<file path="src/rtl/regfile_arbiter.sv">
// rtl/regfile_arbiter.sv - round-robin two-port arbiter/sequencer for the 4 x 8-bit register file
// Command fields are latched straight into the RF output registers on grant; read data is captured per owner.
module regfile_arbiter #(
   parameter int DATA_W = 8,
   parameter int ADDR_W = 2
) (
   input  logic              input_Clock,
   input  logic              input_Reset,
   input  logic              input_Req0,
   input  logic              input_Req1,
   input  logic              input_Write0,
   input  logic              input_Write1,
   input  logic [ADDR_W-1:0] input_RAddrA0,
   input  logic [ADDR_W-1:0] input_RAddrA1,
   input  logic [ADDR_W-1:0] input_RAddrB0,
   input  logic [ADDR_W-1:0] input_RAddrB1,
   input  logic [ADDR_W-1:0] input_WAddr0,
   input  logic [ADDR_W-1:0] input_WAddr1,
   input  logic [DATA_W-1:0] input_WData0,
   input  logic [DATA_W-1:0] input_WData1,
   output logic              output_Ack0,
   output logic              output_Ack1,
   output logic [DATA_W-1:0] output_RDataA0,
   output logic [DATA_W-1:0] output_RDataA1,
   output logic [DATA_W-1:0] output_RDataB0,
   output logic [DATA_W-1:0] output_RDataB1,
   output logic              output_Busy,
   output logic [1:0]        output_Grant,
   output logic              output_RF_Read_Write,
   output logic [ADDR_W-1:0] output_RF_Read_Register1,
   output logic [ADDR_W-1:0] output_RF_Read_Register2,
   output logic [ADDR_W-1:0] output_RF_Write_Register,
   output logic [DATA_W-1:0] output_RF_Write_Data,
   input  logic [DATA_W-1:0] input_RF_Read_Data1,
   input  logic [DATA_W-1:0] input_RF_Read_Data2
);

   typedef enum logic [1:0] {IDLE, ISSUE, WAIT, ACK} state_t;

   state_t              state_q;
   logic                ptr_q;
   logic                owner_q;
   logic                write_q;
   logic                ack0_q, ack1_q;
   logic [DATA_W-1:0]   rdata_a0_q, rdata_b0_q, rdata_a1_q, rdata_b1_q;
   logic                busy_q;
   logic [1:0]          grant_q;
   logic                rf_rw_q;
   logic [ADDR_W-1:0]   rf_ra1_q, rf_ra2_q, rf_wa_q;
   logic [DATA_W-1:0]   rf_wd_q;

   logic                sel_d;
   logic                wr_d;
   logic [ADDR_W-1:0]   ra_d, rb_d, wa_d;
   logic [DATA_W-1:0]   wd_d;

   // ptr_q holds the last granted port, so a tie goes to the other one
   always_comb begin
      sel_d = 1'b0;
      if (input_Req0 && input_Req1) begin
         sel_d = ~ptr_q;
      end else if (input_Req1) begin
         sel_d = 1'b1;
      end
      wr_d = sel_d ? input_Write1  : input_Write0;
      ra_d = sel_d ? input_RAddrA1 : input_RAddrA0;
      rb_d = sel_d ? input_RAddrB1 : input_RAddrB0;
      wa_d = sel_d ? input_WAddr1  : input_WAddr0;
      wd_d = sel_d ? input_WData1  : input_WData0;
   end

   always_ff @(posedge input_Clock or negedge input_Reset) begin
      if (!input_Reset) begin
         state_q    <= IDLE;
         ptr_q      <= 1'b1;
         owner_q    <= 1'b0;
         write_q    <= 1'b0;
         ack0_q     <= 1'b0;
         ack1_q     <= 1'b0;
         rdata_a0_q <= '0;
         rdata_b0_q <= '0;
         rdata_a1_q <= '0;
         rdata_b1_q <= '0;
         busy_q     <= 1'b0;
         grant_q    <= 2'b00;
         rf_rw_q    <= 1'b0;
         rf_ra1_q   <= '0;
         rf_ra2_q   <= '0;
         rf_wa_q    <= '0;
         rf_wd_q    <= '0;
      end else begin
         case (state_q)
            IDLE: begin
               if (input_Req0 || input_Req1) begin
                  owner_q  <= sel_d;
                  write_q  <= wr_d;
                  rf_rw_q  <= wr_d;
                  rf_ra1_q <= ra_d;
                  rf_ra2_q <= rb_d;
                  rf_wa_q  <= wa_d;
                  rf_wd_q  <= wd_d;
                  grant_q  <= sel_d ? 2'b10 : 2'b01;
                  busy_q   <= 1'b1;
                  state_q  <= ISSUE;
               end
            end
            ISSUE: begin
               rf_rw_q <= 1'b0;
               if (write_q) begin
                  ack0_q  <= ~owner_q;
                  ack1_q  <= owner_q;
                  state_q <= ACK;
               end else begin
                  state_q <= WAIT;
               end
            end
            WAIT: begin
               if (owner_q) begin
                  rdata_a1_q <= input_RF_Read_Data1;
                  rdata_b1_q <= input_RF_Read_Data2;
                  ack1_q     <= 1'b1;
               end else begin
                  rdata_a0_q <= input_RF_Read_Data1;
                  rdata_b0_q <= input_RF_Read_Data2;
                  ack0_q     <= 1'b1;
               end
               state_q <= ACK;
            end
            ACK: begin
               ack0_q  <= 1'b0;
               ack1_q  <= 1'b0;
               ptr_q   <= owner_q;
               grant_q <= 2'b00;
               busy_q  <= 1'b0;
               state_q <= IDLE;
            end
            default: state_q <= IDLE;
         endcase
      end
   end

   assign output_Ack0              = ack0_q;
   assign output_Ack1              = ack1_q;
   assign output_RDataA0           = rdata_a0_q;
   assign output_RDataB0           = rdata_b0_q;
   assign output_RDataA1           = rdata_a1_q;
   assign output_RDataB1           = rdata_b1_q;
   assign output_Busy              = busy_q;
   assign output_Grant             = grant_q;
   assign output_RF_Read_Write     = rf_rw_q;
   assign output_RF_Read_Register1 = rf_ra1_q;
   assign output_RF_Read_Register2 = rf_ra2_q;
   assign output_RF_Write_Register = rf_wa_q;
   assign output_RF_Write_Data     = rf_wd_q;

endmodule

</file>
<file path="config.mk">
export PLATFORM = sky130hd
export DESIGN_NAME = regfile_arbiter
export DESIGN_NICKNAME = d
export VERILOG_FILES = /design/src/rtl/regfile_arbiter.sv
export SDC_FILE = /design/constraint.sdc
export NUM_CORES = 1
export LEC_CHECK = 0
export BUFFER_PORTS_ARGS = -buffer_cell sky130_fd_sc_hd__buf_4
export CORE_ASPECT_RATIO = 1.1
export CORE_MARGIN = 2
export CORE_UTILIZATION = 50
export CTS_BUF_LIST = sky130_fd_sc_hd__clkbuf_2 sky130_fd_sc_hd__clkbuf_4 sky130_fd_sc_hd__clkbuf_8
export DETAILED_ROUTE_END_ITERATION = 8
export PLACE_DENSITY = 0.94
export REMOVE_ABC_BUFFERS = 1
export SETUP_SLACK_MARGIN = 0.4
export SYNTH_ARGS = -nofsm -noshare
export SYNTH_HDL_FRONTEND = slang
export SYNTH_SLANG_ARGS = --single-unit
</file>
<file path="constraint.sdc">
create_clock -name input_Clock -period 5.1 [get_ports input_Clock]
set_input_delay 0.255 -clock input_Clock [delete_from_list [all_inputs] [get_ports input_Clock]]
set_output_delay 0.255 -clock input_Clock [all_outputs]
set_load 0.05 [all_outputs]
</file>
==> results of run 1 <==
-- synthesized netlist by cell type, drive strengths merged, types with 2 or more instances --
library cell	number	area, sq um
nand2	22	85.1
ha	5	62.6
inv	4	15.0
a21oi	31	155
nor2	19	71.3
dfrtp	56	1400
nor3b	3	27.5
o21ai	5	25.0
buf	10	57.6
nor2b	2	12.5
a31oi	2	12.5
mux2	34	383
-- worst min-delay path, cell delays in order --
cell and delay, ps:
sky130_fd_sc_hd__buf_4 110, sky130_fd_sc_hd__nand2_1 50, sky130_fd_sc_hd__a21oi_1 50
-- path summary, 6_finish.rpt --
kind / startpoint / to / slack, ps / cells after the start
worst max-delay path: state_q[0]$_DFFE_PN0P_ / output_RF_Read_Write$_DFFE_PN0P_ / 3130 / 5
worst min-delay path: input_WAddr0[1] / output_RF_Write_Register[1]$_DFFE_PN0P_ / 170 / 3
max in group asynchronous: input_Reset / output_RF_Write_Data[1]$_DFFE_PN0P_ / 4090 / 2
min in group asynchronous: input_Reset / output_RDataA0[2]$_DFFE_PN0P_ / 540 / 2
worst min register to register: output_RDataB0[7]$_DFFE_PN0P_ / output_RDataB0[7]$_DFFE_PN0P_ / 520 / 1
worst max register to register: state_q[0]$_DFFE_PN0P_ / output_RF_Read_Write$_DFFE_PN0P_ / 3130 / 5
-- routing by layer --
metal  routed length, um  up-vias  share of wire
li1                    -      929              -
met1                2450      941           0.41
met2                3030      109           0.50
met3                 487        6          0.081
met4                  68        0          0.011
met5                   0        -              0
-- kinds of logic (layout without fill, tap and decap cells) --
| group | Yosys count | after routing | share of synthesized area |
|---|---|---|---|
| compound gates | 47 | 47 | 0.112 |
| buf+inv | 14 | 122 | 0.0295 |
| simple gates | 50 | 50 | 0.0921 |
| fa+ha+maj | 5 | 5 | 0.0254 |
| flops | 57 | 57 | 0.581 |
| mux | 35 | 35 | 0.160 |
-- cell type report --
class,instances,area share
clock inverter,2,0.0101
sequential,57,0.413
timing repair buffer,103,0.224
tap,56,0.0202
multi-input combinational,137,0.277
clock buffer,13,0.0517
inverter,4,0.00434
-- registers in the layout, summed over array words and instances, names as in the netlist --
name                      count
output_RF_Write_Register      2
owner_q                       1
output_RF_Read_Register1      2
output_RDataB0                8
state_q                       2
output_RDataA0                8
write_q                       1
output_RF_Read_Register2      2
output_RDataA1                8
output_Grant                  2
output_RDataB1                8
output_Busy                   1
output_RF_Read_Write          1
output_RF_Write_Data          8
output_Ack0                   1
ptr_q                         1
output_Ack1                   1
-- timing repair --
| action | in CTS | in global routing |
|---|---|---|
| buffers inserted | 0 | 0 |
| hold buffers | 1 | 0 |
| resized for setup | 0 | 0 |
| endpoints found under the hold margin | 6 | 0 |
-- metrics by stage --
stage	worst slack, ps	std cells	util	hold slack [ps]
after detailed placement	3160	356	0.691	351
after floorplan	3020	198	-	-40.6
after global routing	2980	372	0.739	166
after global placement	3310	356	0.691	340
final	3130	372	0.739	174
after CTS	3160	372	0.739	158
==> results.md, run 1 <==
- The x dimension of the die is 70.9 um.
- The wire length of the first global-routing pass is 9880 um.
- The number of different library cells used by synthesis comes to 31.
- The signal arrival time at the worst endpoint is 2200 ps.
- The tool flagged a number of max-cap violations equal to 0.
- The global-route total usage across every layer is 0.231.
- The number of register bits inferred by synthesis is 57.
- The global routing met2 resource utilization is 0.379.
- The kind of cell with the highest combined delay on the critical path is compound AO/OA/AOI/OAI gates.
- Data on the critical path is required at its endpoint by 5340 ps.
- The number of antenna violations at the first check in global routing is 0.
- Summing over every cut layer, the via total after detailed routing is 1,985.
- Counting I/O delays and the setup requirement, the final critical path takes ~2000 ps.
- Headroom to the max-slew limit came out at 0.294.
- In the global route stage, met1 resource usage came out at 0.288.
- For this run, the register share of the synthesized area comes to 0.581.
- After routing the design area is 3460 sq um.
- The site row count is 26.
- The clock tree from TritonCTS is yes.
- After detailed routing, the average wire length per cell comes to 16.2 um.
- Wires add up to just over 6000 um.
- After detailed placement, the total cell area comes to 3240 sq um.
- The fill cell instance count of the final layout is 333.
- Entering global routing, the biggest net connects 58 pins.
- During placement, the flow inserted port buffers numbering ~100.
- In the routed design, unresolved DRC markers number 0.
- The largest individual stage delay along the critical path comes from the cell sky130_fd_sc_hd__o21a_1.
- Buffers inserted during clock tree synthesis total 9.
- The global placer's final weighted congestion is about 0.77.
- The HPWL reported at the end of detailed placement is roughly 4400 um.
- Yosys mapped a number of flops with a built-in enable equal to 0.
- The vertical die dimension is 77.5 um.
- The core area is 4680 sq um.
- The classification of the worst-slack hold path is input port to flip-flop.
- STA classifies the critical path startpoint as a flip-flop.
- Of the cells placed in the final design, the portion with a size suffix greater than 1 is 0.497.
- The maximum buffer depth of the clock tree is 2.
- The area enclosed by the die boundary is 5490 sq um.
- Adding up every negative setup slack in the final design gives 0 ps.
- The run finished with clean final reports.
- The number of sinks handled by clock tree synthesis is 57.
- The sequential cells in the finished layout cover a total of 1430 sq um.
- The clock reaches the later pin of the worst-skew pair after about 330 ps.
- Clock skew on the completed layout was measured at between 10 and 15 ps.
- The area used by multi-input combinational logic is between 900 and 1000 sq um.
- The iteration count of the initial detailed-routing pass is 4.
- The share of synthesized flip-flops with an asynchronous set or reset is 1.00.
- The startpoint-to-endpoint class of the critical path is flip-flop to flip-flop.
- The count of synthesis-stage warnings from yosys is 0.
- The number of vias per cell after detailed routing is 5.34.
- The number of global-route vias before repair is 2,102.
- The most used flip-flop cell after synthesis is sky130_fd_sc_hd__dfrtp_1.
- Along the worst path, the maximum fanout reaches 19.
- The biggest cell delay along the critical path is 620 ps.
- In the final design database the tool counted 367 nets.
- The CTS root buffer is sky130_fd_sc_hd__clkbuf_8.
- The sum of overflow across all layers after global routing is 0.
- In the global route stage, met3 resource usage came out at 0.0766.
- The mean instance size in the synthesized netlist is 11.8 sq um.
- The actual transition at the worst max-transition pin is 1050 ps.
- The critical path goes through inv_1, ha_1, o21a_1, nand2_1, a32oi_1.
- 0 antenna diodes ended up in the layout.
- The number of nets with antenna violations after detailed routing is 0.
- The post-synth design cell area is 2460 sq um.
- The clock slew at the register clock pins of the worst setup and hold paths is ~70 ps.
- The initial core utilization is 0.525.
- STA classifies the critical path endpoint as a flip-flop.
- The cell count after synthesis came out at between 200 and 250.
- The final count of hold timing violations is 0.
- Compared with the post-synthesis result, the final layout area differs by 40.8%.
- Setup repair after global routing left no endpoint under its margin.
- The top cell types in the final layout, fill and taps aside, are 102 x sky130_fd_sc_hd__buf_4, 56 x sky130_fd_sc_hd__dfrtp_1, 34 x sky130_fd_sc_hd__mux2_2.
- The layer flagged by global routing as most heavily used is met2.
- The final count of negative-setup-slack endpoints is 0.
- For this block, the initial DRC count from the detailed router was 129.
- The count of pins over their slew limit is 0.
- The library cell used most frequently in the layout, excluding fill and tap cells, is sky130_fd_sc_hd__buf_4.
- Together, buffers and inverters on the worst path number 1.
- The boundary pin count is around 100.
- The maximum clock rate is 508 MHz.
- In this run the number of H-tree levels came out at 3.
- The fraction of the cycle the final worst path needs is 0.386.
Power of run 1 is left out: the tool's default activity adds up to more than one toggle a clock period on the data nets, which glitch-free logic cannot reach.
==> run 2, diff against run 1 <==
Settings changed: CORE_UTILIZATION 50 to 49, PLACE_DENSITY 0.94 to 0.92.
Clock period 5.1 ns to 1.9 ns, I/O delays scaled along.
==> results.md, run 2 (synthesis results as in run 1) <==
- The total of buffers placed on input and output ports is 101 (unchanged).
- The x dimension of the die is 71.5 um (was 70.9 um).
- The wire length after detailed routing is 6490 um (was 6040 um).
- The max-slew headroom at the worst pin is 0.532 (was 0.294).
- The share of layout cells above drive strength 1 is 0.507 (was 0.497).
- The number of vias after detailed routing is 2,074 (was 1,985).
- The clock tree from TritonCTS is yes (unchanged).
- Outcome: finished, final reports clean (unchanged).
- The detail-routed net length per standard cell is 16.3 um (was 16.2 um).
- The post-placement cell area was 3260 sq um (was 3240 sq um).
- The sum of overflow across all layers after global routing was 0 (unchanged).
- The cell area power density is 2180 nW/um^2.
- The iteration-0 DRC count of the detailed router is 91 (was 129).
- The area used by multi-input combinational logic was 1010 sq um (was 958 sq um).
- The cell area after layout is 3720 sq um (was 3460 sq um).
- The max capacitance violation total is 0 (unchanged).
- The wire length of the first global-routing pass is 10,300 um (was 9880 um).
- The CTS H-tree depth came to 3 (unchanged).
- The final count of negative-setup-slack endpoints came to 0 (unchanged).
- Setup repair after global routing missed its margin: yes (was no).
- The initial core utilization is 0.498 (was 0.525).
- The area enclosed by the die boundary came to 5600 sq um (was 5490 sq um).
- The clock slew at the register clock pins of the worst setup and hold paths came to 70 ps (about the same).
- The number of sinks handled by clock tree synthesis is 57 (unchanged).
- The iteration count of the initial detailed-routing pass is 4 (unchanged).
- The number of global-route vias before repair is 2,101 (was 2,102).
- The actual transition at the worst max-transition pin is 702 ps (was 1050 ps).
- The number of clock buffers inserted by TritonCTS came to 9 (unchanged).
- IR analysis of the VDD net gives a maximum drop of 0.00104 V.
- The DRC violations left was 0 (unchanged).
- The setup slack of the worst register-to-register path is 380 ps (was 3130 ps).
- The HPWL reported at the end of detailed placement is 4240 um (was 4400 um).
- The clock skew was 7.93 ps (was 10.1 ps).
- The startpoint-to-endpoint class of the critical path was flip-flop to flip-flop (unchanged).
- The leakage power is ~1.8 nW.
- The largest fanout of any net on the critical path is 17 (was 19).
- The data required time at the worst endpoint is 2110 ps (was 5340 ps).
- The CTS root buffer is sky130_fd_sc_hd__clkbuf_8 (unchanged).
- The number of vias per cell after detailed routing is 5.22 (was 5.34).
- The register cell area after layout is 1430 sq um (about the same).
- The vertical die dimension came to 78.3 um (was 77.5 um).
- The classification of the worst-slack hold path is input port to flip-flop (unchanged).
- The count of nets after finishing is 389 (was 367).
- The core area is 4930 sq um (was 4680 sq um).
- The global-route total usage across every layer was 0.243 (was 0.231).
- The count of pins over their slew limit came to 0 (unchanged).
- The final count of hold timing violations is 0 (unchanged).
- The signal arrival time at the worst endpoint is 1740 ps (was 2200 ps).
- The global placer's final weighted congestion was 0.768 (was 0.771).
- The count of antenna diodes in the layout was 0 (unchanged).
- The startpoint class of the critical path is a flip-flop (unchanged).
- The clock network latency to the later pin of the worst-skew pair is 330 ps (about the same).
- The most common cell after layout, fill and taps aside is sky130_fd_sc_hd__buf_4 (unchanged).
- The kind of end point of the critical path is a flip-flop (unchanged).
- The site row count was 27 (was 26).
- The maximum clock rate is 656 MHz (was 508 MHz).
- The maximum buffer depth of the clock tree is 2 (unchanged).
- Commonest non-fill, non-tap cells in the layout: 106 x sky130_fd_sc_hd__buf_4, 54 x sky130_fd_sc_hd__dfrtp_1, 33 x sky130_fd_sc_hd__mux2_2 (was 102 x sky130_fd_sc_hd__buf_4, 56 x sky130_fd_sc_hd__dfrtp_1, 34 x sky130_fd_sc_hd__mux2_2).
- The fraction of the cycle the final worst path needs was 0.803 (was 0.386).
- The boundary pin count was 102 (unchanged).
- The fraction of the core area covered by cells at the end of the flow is 0.754 (was 0.739).
- The largest net degree at the start of global routing is 58 (unchanged).
- The number of antenna violations at the first check in global routing came to 0 (unchanged).
- The relative area change from synthesis to final layout was 51.3% (was 40.8%).
- The number of nets with antenna violations after detailed routing was 0 (unchanged).
- The fill cell instance count of the final layout was 326 (was 333).
- The time the worst path needs with I/O delays and setup is 1520 ps (was 1970 ps).
## run 2: cell count changes in the layout (fill, tap and decap cells not counted), sizes merged
cell | previous run | this run
dlygate4sd3 | 1 | 18
buf | 102 | 107
clkinv | 1 | 3
clkbuf | 13 | 12
bufinv | 1 | 0
clkinvlp | 0 | 1
## run 2: cell type report
type	count	area share
Sequential cell	57	0.384
Multi-Input combinational cell	137	0.272
Timing Repair Buffer	125	0.268
Tap cell	58	0.0195
Clock buffer	12	0.0444
Clock inverter	4	0.00706
Inverter	4	0.00538
## run 2: through the flow
stage          hold slack [ps]  TNS (ps)  cells  total power [mW]  worst slack [ps]
2_1_floorplan             -201     -2900    198              5.34              -181
3_3_place_gp               183         0    359              6.64               164
3_5_place_dp               193         0    359              6.80             0.752
4_1_cts                   1.60         0    397              8.09               403
5_1_grt                   2.25         0    397              8.48               352
6_report                  10.9         0    397              8.10               375
## run 2: power breakdown
group | switching (mW) | total, mW | internal, mW
logic | 3.08 | 4.78 | 1.70
registers | 0.409 | 2.26 | 1.85
clock network | 0.484 | 1.06 | 0.577
total | 3.97 | 8.10 | 4.13
## run 2: repair_timing
item,4_1_cts,5_1_grt
resized for setup,15,3
setup endpoints to repair,56,21
endpoints found under the hold margin,77,0
pin swaps,1,0
buffers inserted,4,0
hold buffers,18,0
## run 2: routing by layer
metal  global-route usage  up-vias  share of wire
met5                    0        -              0
met4                0.102        0          0.021
met3               0.0668        9          0.070
met2                0.421       92           0.52
met1                0.281      999           0.39
li1                     -      974              -
## run 2: worst paths after layout
kind                                               start                            end  cells after the start
setup / recovery                  state_q[0]$_DFFE_PN0P_  output_RDataB0[6]$_DFFE_PN0P_                      5
hold / removal                    input_RF_Read_Data1[0]  output_RDataA0[0]$_DFFE_PN0P_                      2
setup reg to reg                  state_q[0]$_DFFE_PN0P_  output_RDataB0[6]$_DFFE_PN0P_                      5
hold reg to reg            output_RDataA1[3]$_DFFE_PN0P_  output_RDataA1[3]$_DFFE_PN0P_                      1
max in group asynchronous                    input_Reset         state_q[0]$_DFFE_PN0P_                      2
min in group asynchronous                    input_Reset  output_RDataA1[2]$_DFFE_PN0P_                      2
## run 2: critical path, cell delays in order, from the launching register on
cell and delay (ps):
sky130_fd_sc_hd__dfrtp_2 440, sky130_fd_sc_hd__inv_4 110, sky130_fd_sc_hd__ha_4 160, sky130_fd_sc_hd__nor2b_4 160, sky130_fd_sc_hd__buf_12 170, sky130_fd_sc_hd__mux2_2 360
Power figures use the tool's default switching activity.
==> run 3, diff against run 2 <==
Settings changed: CORE_UTILIZATION 49 to 45, PLACE_DENSITY 0.92 to 0.9.
Clock period 1.9 ns to 1.29 ns, I/O delays scaled along.
==> results.md, run 3 (synthesis results as in run 1) <==
- Outcome: complete, but fails checks (was finished, final reports clean).
- The final reports fail on setup timing.
- The worst IR drop on VDD was 0.00203 V (was 0.00104 V).
- The net switching share of the total power came to 0.455 (was 0.490).
- The x dimension of the die was 74.5 um (was 71.5 um).
- The final count of hold timing violations came to 0 (unchanged).
- The most common cell after layout, fill and taps aside is sky130_fd_sc_hd__buf_4 (unchanged).
- Setup repair after global routing missed its margin: yes (unchanged).
- The met3 track utilization from global routing came to 0.0798 (was 0.0668).
- The global placer's final weighted congestion is 0.733 (was 0.768).
- The count of nets after finishing is 455 (was 389).
- The launch point of the critical path is state_q[1]$_DFFE_PN0P_ (was state_q[0]$_DFFE_PN0P_).
- The data required time at the worst endpoint is 1500 ps (was 2110 ps).
- The number of global-route vias before repair is 2,541 (was 2,101).
- The final count of negative-setup-slack endpoints is 56 (was 0).
- The initial core utilization is 0.462 (was 0.498).
- The HPWL reported at the end of detailed placement is 4350 um (was 4240 um).
- The wire length of the first global-routing pass is 12,600 um (was 10,300 um).
- The number of vias after detailed routing came to 2,628 (was 2,074).
- The clock share of power came to 0.128 (was 0.131).
- The signal arrival time at the worst endpoint is 1790 ps (was 1740 ps).
- The cell area power density is 3260 nW/um^2 (was 2180 nW/um^2).
- The vertical die dimension is 81.5 um (was 78.3 um).
- The fraction of the cycle the final worst path needs came to 1.22 (was 0.803).
- The boundary pin count is 102 (unchanged).
- The area enclosed by the die boundary is 6070 sq um (was 5600 sq um).
- The kind of end point of the critical path is a flip-flop (unchanged).
- The core area is 5330 sq um (was 4930 sq um).
- The wire length after detailed routing was 10,700 um (was 6490 um).
- The global-route total usage across every layer came to 0.282 (was 0.243).
- The largest fanout of any net on the critical path is 4 (was 17).
- The number of sinks handled by clock tree synthesis is 57 (unchanged).
- The clock tree from TritonCTS is yes (unchanged).
- The maximum buffer depth of the clock tree was 2 (unchanged).
- The iteration count of the initial detailed-routing pass is 4 (unchanged).
- The clock skew is 9.08 ps (was 7.93 ps).
- The number of antenna violations at the first check in global routing is 0 (unchanged).
- The launch point of the worst reg-to-reg path is state_q[1]$_DFFE_PN0P_ (was state_q[0]$_DFFE_PN0P_).
- The clock network latency to the later pin of the worst-skew pair is 340 ps (was 330 ps).
- The maximum clock rate was 633 MHz (was 656 MHz).
- The global routing met2 resource utilization is 0.490 (was 0.421).
- The sum of overflow across all layers after global routing was 0 (unchanged).
- The max-slew headroom at the worst pin is 0.777 (was 0.532).
- The startpoint class of the critical path is a flip-flop (unchanged).
- The count of pins over their slew limit is 0 (unchanged).
- The number of nets with antenna violations after detailed routing came to 0 (unchanged).
- The clock slew at the register clock pins of the worst setup and hold paths is 70 ps (about the same).
- The actual transition at the worst max-transition pin is 335 ps (was 702 ps).
- The classification of the worst-slack hold path was input port to flip-flop (unchanged).
- The largest net degree at the start of global routing was 29 (was 58).
- The number of clock buffers inserted by TritonCTS is 9 (unchanged).
- The relative area change from synthesis to final layout is 97.0% (was 51.3%).
- The most utilized layer in the global route result is met2 (unchanged).
- The source of the worst hold timing path is input_RAddrA1[1] (was input_RF_Read_Data1[0]).
- The sequential cell fraction of total power came to 0.229 (was 0.279).
- The time the worst path needs with I/O delays and setup was 1580 ps (was 1520 ps).
- The total placed cells including tap cells came to 396 (was 359).
- The net switching power is 7.18 mW (was 3.97 mW).
- The met1 usage is 0.318 (was 0.281).
- The startpoint-to-endpoint class of the critical path was flip-flop to flip-flop (unchanged).
- The leakage power came to 2.35 nW (was 1.76 nW).
- The iteration-0 DRC count of the detailed router is 221 (was 91).
- The CTS H-tree depth is 3 (unchanged).
- The detail-routed net length per standard cell is 22.4 um (was 16.3 um).
- The number of vias per cell after detailed routing is 5.49 (was 5.22).
- The CTS root buffer is sky130_fd_sc_hd__clkbuf_8 (unchanged).
- Commonest non-fill, non-tap cells in the layout: 96 x sky130_fd_sc_hd__buf_4, 55 x sky130_fd_sc_hd__buf_6, 55 x sky130_fd_sc_hd__dfrtp_1 (was 106 x sky130_fd_sc_hd__buf_4, 54 x sky130_fd_sc_hd__dfrtp_1, 33 x sky130_fd_sc_hd__mux2_2).
- The DRC violations left was 0 (unchanged).
- The portion of total power attributed to combinational logic was 0.643 (was 0.590).
- The site row count came to 28 (was 27).
- The count of antenna diodes in the layout is 0 (unchanged).
- The total of buffers placed on input and output ports is 101 (unchanged).
- The final instance count without filler cells is 479 (was 397).
- The max capacitance violation total is 0 (unchanged).
- The smallest hold slack is 13.9 ps (was 10.9 ps).
- The share of layout cells above drive strength 1 is 0.582 (was 0.507).
- The internal power came to 8.59 mW (was 4.13 mW).
- The post-layout worst setup margin is -290 ps (was 375 ps).
-- run 3: cell types whose count changed in the layout (fill, tap and decap cells not counted), sizes merged --
cell         before  now
buf             107  158
dlygate4sd3      18   31
clkinvlp          1    0
clkinv            3    0
bufinv            0    2
clkbuf           12   15
-- run 3: what timing repair did --
item / CTS / global route
endpoints found under the hold margin: 101 / 0
resized for setup: 89 / 30
cloned: 1 / 2
setup endpoints to repair: 109 / 109
hold buffers: 31 / 0
buffers inserted: 15 / 19
pin swaps: 1 / 6
-- run 3: layout make-up --
type,count,area (sq um)
multi-input cells,137,1220
inverters,4,15.0
clock inverters,2,60.1
clock buffers,13,173
flip-flops and latches,57,1430
fillers,205,482
repair buffers,191,1850
well taps,75,93.8
-- run 3: per-layer routing --
metal / vias up / wire [um]
li1: 1112 / -
met1: 1299 / 4040
met2: 172 / 5390
met3: 45 / 840
met4: 0 / 466
met5: - / 0
-- run 3: worst paths after layout --
check                                                               end  slack, ps  cells after the start
worst max-delay path                            output_Ack1$_DFFE_PN0P_       -290                      6
worst min-delay path            output_RF_Read_Register1[1]$_DFFE_PN0P_         10                      3
worst max register to register                  output_Ack1$_DFFE_PN0P_       -290                      6
worst min register to register            output_RDataA0[3]$_DFFE_PN0P_        540                      1
max in group asynchronous                             ptr_q$_DFFE_PN1P_        570                      3
min in group asynchronous                 output_RDataA0[0]$_DFFE_PN0P_        170                      2
-- run 3: stage by stage --
step	util	TNS, ps	setup WS (ps)	power [mW]	area, sq um
after global routing	0.910	-11250	-354	16.3	4840
final	0.910	-9270	-290	15.8	4840
after floorplan	-	-20720	-791	7.87	2400
after detailed placement	0.656	-8480	-219	10.4	3490
after CTS	0.848	-5740	-139	14.0	4520
after global placement	0.656	-6070	-173	10.2	3490
-- run 3: worst max-delay path, cell delays in order (launching register included) --
cell	delay [ps]
sky130_fd_sc_hd__dfrtp_2	430
sky130_fd_sc_hd__inv_2	70
sky130_fd_sc_hd__buf_4	150
sky130_fd_sc_hd__ha_4	180
sky130_fd_sc_hd__nor2b_4	150
sky130_fd_sc_hd__o31ai_1	330
sky130_fd_sc_hd__o21ai_1	140
-- run 3: power groups by stage --
stage	combinational [mW]	sequential (mW)	clock (mW)
floorplan	1.77	6.10	0
CTS	8.62	3.42	1.94
finish	10.1	3.61	2.02
detailed placement	7.17	3.28	0
global route	10.5	3.67	2.09
global placement	6.98	3.24	0
